### src/rtl/usb_bridge_tx_framer.sv
// Response framer: turns one captured read/write response into a byte stream
// SYNC, STAT, [DATA x4], CSUM for the downstream byte FIFO.
module usb_bridge_tx_framer #(
  parameter logic [7:0] SYNC_BYTE = 8'hA5
) (
  input  logic        clk_i,
  input  logic        rst_i,
  input  logic        resp_valid_i,
  input  logic        resp_rd_i,
  input  logic [1:0]  resp_status_i,
  input  logic [31:0] resp_data_i,
  output logic        resp_accept_o,
  output logic [7:0]  data_out_o,
  output logic        push_o,
  input  logic        accept_i,
  output logic        busy_o
);

  localparam logic [2:0] IDLE = 3'd0;
  localparam logic [2:0] SYNC = 3'd1;
  localparam logic [2:0] STAT = 3'd2;
  localparam logic [2:0] DATA = 3'd3;
  localparam logic [2:0] CSUM = 3'd4;

  logic [2:0]  state_q;
  logic [2:0]  state_d;
  logic        rd_q;
  logic [1:0]  status_q;
  logic [31:0] data_q;
  logic [1:0]  cnt_q;
  logic [7:0]  sum_q;

  logic        in_idle;
  logic        in_sync;
  logic        in_stat;
  logic        in_data;
  logic        in_csum;
  logic        capture;
  logic        xfer;
  logic [7:0]  stat_byte;
  logic [7:0]  data_byte;

  assign in_idle = (state_q == IDLE);
  assign in_sync = (state_q == SYNC);
  assign in_stat = (state_q == STAT);
  assign in_data = (state_q == DATA);
  assign in_csum = (state_q == CSUM);

  assign resp_accept_o = in_idle;
  assign push_o        = ~in_idle;
  assign busy_o        = ~in_idle;

  assign capture   = resp_valid_i & resp_accept_o;
  assign xfer      = push_o & accept_i;
  assign stat_byte = {rd_q, 5'b0, status_q};

  always_comb begin
    data_byte = 8'h00;
    unique case (cnt_q)
      2'd0: data_byte = data_q[7:0];
      2'd1: data_byte = data_q[15:8];
      2'd2: data_byte = data_q[23:16];
      2'd3: data_byte = data_q[31:24];
      default: data_byte = 8'h00;
    endcase
  end

  always_comb begin
    data_out_o = 8'h00;
    unique case (1'b1)
      in_sync: data_out_o = SYNC_BYTE;
      in_stat: data_out_o = stat_byte;
      in_data: data_out_o = data_byte;
      in_csum: data_out_o = sum_q;
      default: data_out_o = 8'h00;
    endcase
  end

  always_comb begin
    state_d = state_q;
    unique case (state_q)
      IDLE: if (capture) state_d = SYNC;
      SYNC: if (xfer) state_d = STAT;
      STAT: if (xfer) state_d = rd_q ? DATA : CSUM;
      DATA: if (xfer && cnt_q == 2'd3) state_d = CSUM;
      CSUM: if (xfer) state_d = IDLE;
      default: state_d = IDLE;
    endcase
  end

  always_ff @(posedge clk_i or negedge rst_i) begin
    if (!rst_i) begin
      state_q <= IDLE;
    end else begin
      state_q <= state_d;
    end
  end

  // The sum is seeded with the STAT byte at capture; SYNC never enters it.
  always_ff @(posedge clk_i or negedge rst_i) begin
    if (!rst_i) begin
      rd_q     <= 1'b0;
      status_q <= 2'b00;
      data_q   <= 32'h0;
      cnt_q    <= 2'd0;
      sum_q    <= 8'h00;
    end else if (capture) begin
      rd_q     <= resp_rd_i;
      status_q <= resp_status_i;
      data_q   <= resp_rd_i ? resp_data_i : 32'h0;
      cnt_q    <= 2'd0;
      sum_q    <= {resp_rd_i, 5'b0, resp_status_i};
    end else if (xfer && in_data) begin
      cnt_q    <= cnt_q + 2'd1;
      sum_q    <= sum_q + data_byte;
    end
  end

endmodule

### config.mk
export PLATFORM = sky130hd
export DESIGN_NAME = usb_bridge_tx_framer
export DESIGN_NICKNAME = d
export VERILOG_FILES = /design/src/rtl/usb_bridge_tx_framer.sv
export SDC_FILE = /design/constraint.sdc
export NUM_CORES = 1
export LEC_CHECK = 0
export CORE_MARGIN = 2
export CORE_UTILIZATION = 45
export CTS_CLUSTER_DIAMETER = 80
export CTS_CLUSTER_SIZE = 24
export DETAILED_ROUTE_END_ITERATION = 7
export GPL_ROUTABILITY_DRIVEN = 0
export HOLD_SLACK_MARGIN = 0.06
export PLACE_DENSITY_LB_ADDON = 0.25
export SYNTH_ARGS = -nofsm -noshare
export SYNTH_HDL_FRONTEND = slang
export SYNTH_SLANG_ARGS = --single-unit
### constraint.sdc
create_clock -name clk_i -period 3.75 [get_ports clk_i]
set_input_delay 0.375 -clock clk_i [delete_from_list [all_inputs] [get_ports clk_i]]
set_output_delay 0.375 -clock clk_i [all_outputs]
set_load 0.1 [all_outputs]
==> flow_metrics.tcl <==
set metrics [dict create \
    vias 2234 \
    outcome "finished clean" \
    hold_ws_ns 0.1414 \
    drt_wl_total_um 6052 \
    yosysTopAreaCell "dfrtp_1" \
    tns_ns 0 \
    final.min_clock_period_ns 2.856 \
    cts-buffers-inserted 5 \
    cts_max_level 2 \
    post-place-ws_ns 0.9551 \
    drc 0 \
    p_leak_uw 0.001586 \
    power_frac_seq_pct 31.9 \
    grt_setup_unrepaired "no" \
    syn_inst 305 \
    cp-start-kind "flop" \
    avgSynthCellArea_sq_um 8.717 \
    layout.nets 390 \
    dp_cells 404 \
    grt_start_max_net_pins 49 \
    hold_path_class "in -> async" \
    fin_ws_ns 0.8941 \
    vdd_ir_drop_max_v 0.0005187 \
    port_buffers 49 \
    relSlewSlack_pct 28.69 \
    dp_hpwl_um 4386 \
    start_util_pct 47.41 \
    setup_violations 0 \
    syn_to_final_growth_pct 20.56 \
    drv_cap 0 \
    ys_seq_area_share_pct 45.18 \
    p_comb_share_pct 56.4 \
    crit_path_max_fanout 8 \
    synth_top_cell_area_share_pct 45.18 \
    async_flop_share_pct 100.0 \
    pwr-share-clk_pct 11.7 \
    path_class "reg -> reg" \
    internal-power_uw 1365 \
    max_freq_ghz 0.3502 \
    first_pass_iters 4 \
    clkTransAtPathRegs_ns 0.10 \
    slew_viol_final 0 \
    instances_no_fill 411 \
    p_sw_share_pct 50.99 \
    required_ns 3.94 \
    ys_ff_latch 48 \
    synth_ff_type "dfrtp_1" \
    clk_latency_ns 0.31 \
    ant_nets 0 \
    p_per_area_nw_per_um2 868.8 \
    routedWlPerCell_um 14.73 \
    yosysWarnings 0 \
    hold_viol 0 \
    synth_edf_count 0 \
    core_sq_um 5608 \
    clock-skew-final_ns 0.01360 \
    period_share_pct 76.16 \
    viasPerCell 5.436 \
    p_switching_uw 1420 \
    synth_cell_type_count 36 \
    grt_util_all_layers_pct 19.91 \
    cp.arrival_ns 3.04 \
    ios 50 \
    die_w_um 80.87 \
    synth_area_leaders "dfrtp_1 (45%), nand2_1 (9.9%), nand3_1 (8.7%)" \
    clk_path_buf_depth 2 \
    drive_above_1_share_pct 6.490 \
    hold_buffers 0 \
    synth.most_common_cell "nand2_1" \
    grt_pass1_vias 2122 \
    clkSinkCount 48 \
    grt_pass1_wl_um 10090 \
    die-area_sq_um 6539 \
    synth_common_cells "nand2_1 (70), dfrtp_1 (48), nand3_1 (46)" \
    cts_tree "built" \
    num_antenna_cells 0 \
    rows 27 \
    synth_nets 356 \
    root_buffer "clkbuf_8" \
    die_h_um 80.87 \
    cts_setup_buffers 0 \
    netlist_area_sq_um 2659 \
    overflow 0 \
    antenna_found_initial 0 \
    crit_path_end_kind "flop" \
    cts_resized 0 \
    worstMarginPinSlew_ns 1.066 \
    drt_iter0_markers 161 \
]
## state kept, by name (all words and copies together), names as in the netlist
| register | cells |
|---|---|
| data_q | 32 |
| sum_q | 8 |
| state_q | 3 |
| cnt_q | 2 |
| status_q | 2 |
| rd_q | 1 |
## metal layers
metal  share of wire, %  track usage (%)
met1                 49            28.66
met2                 45            30.58
met4               0.79            6.102
met5                  0                0
met3                5.1            3.667
## worst max-delay path: stages, from the launching register on
cell      delay, ns
dfrtp_1        0.42
inv_1          0.09
ha_1           0.30
a222oi_1       0.35
mux2i_1        0.17
ha_1           0.26
fa_1           0.41
a21o_1         0.17
a21o_1         0.19
a21oi_1        0.17
or4b_1         0.13
nand3_1        0.06
## cells in the final DEF, fill, tap and decap left out, drive strengths merged, types with 9 or more instances in the layout
| cell type | count |
|---|---|
| ha | 11 |
| mux2i | 10 |
| o21ai | 22 |
| nand2 | 70 |
| inv | 16 |
| dfrtp | 48 |
| a21oi | 9 |
| nand3 | 46 |
| clkdlybuf4s50 | 40 |
| buf | 12 |
## cell type report
type	count	area (sq um)
fill	541	2402
multi-input combinational	216	1275
sequential	48	1201
timing repair buffer	52	488.0
tap	72	90.09
clock buffer	6	82.58
inverter	16	60.06
clock inverter	1	8.758
## stage by stage
step / utilization, % / area (sq um) / total power (uW)
after floorplan: - / 2659 / 2121
after global placement: 55.53 / 3114 / 2435
after detailed placement: 55.53 / 3114 / 2463
after CTS: 57.16 / 3206 / 2789
after global routing: 57.16 / 3206 / 2974
final: 57.16 / 3206 / 2785
## cell families (layout without fill, tap and decap cells)
kind of cell / count (synthesis) / in the layout / share of synthesized area (%)
xor+xnor: 4 / 4 / 1.318
flops: 48 / 48 / 45.18
compound gates: 54 / 54 / 13.46
buf+inv: 41 / 75 / 6.871
simple gates: 135 / 135 / 23.06
mux: 11 / 11 / 4.188
fa+ha+maj: 12 / 12 / 5.929
## final timing paths
check / slack (ns) / startpoint / endpoint / depth (start not counted)
max in group asynchronous: 3.18 / rst_i / data_q[5]$_DFFE_PN0P_ / 2
setup reg to reg: 0.89 / cnt_q[0]$_DFFE_PN0P_ / sum_q[6]$_DFFE_PN0P_ / 11
hold / removal: 0.14 / rst_i / state_q[2]$_DFFE_PN0P_ / 2
hold reg to reg: 0.48 / rd_q$_DFFE_PN0P_ / rd_q$_DFFE_PN0P_ / 2
setup / recovery: 0.89 / cnt_q[0]$_DFFE_PN0P_ / sum_q[6]$_DFFE_PN0P_ / 11
min in group clk_i: 0.48 / rd_q$_DFFE_PN0P_ / rd_q$_DFFE_PN0P_ / 2
## power groups by stage
stage	Clock [uW]	Combinational, uW	Sequential [uW]
2_1_floorplan	0	1300	823
3_3_place_gp	0	1540	892
3_5_place_dp	0	1570	894
4_1_cts	330	1570	884
5_1_grt	352	1710	915
6_report	327	1570	888
(Power assumes the default switching activity.)
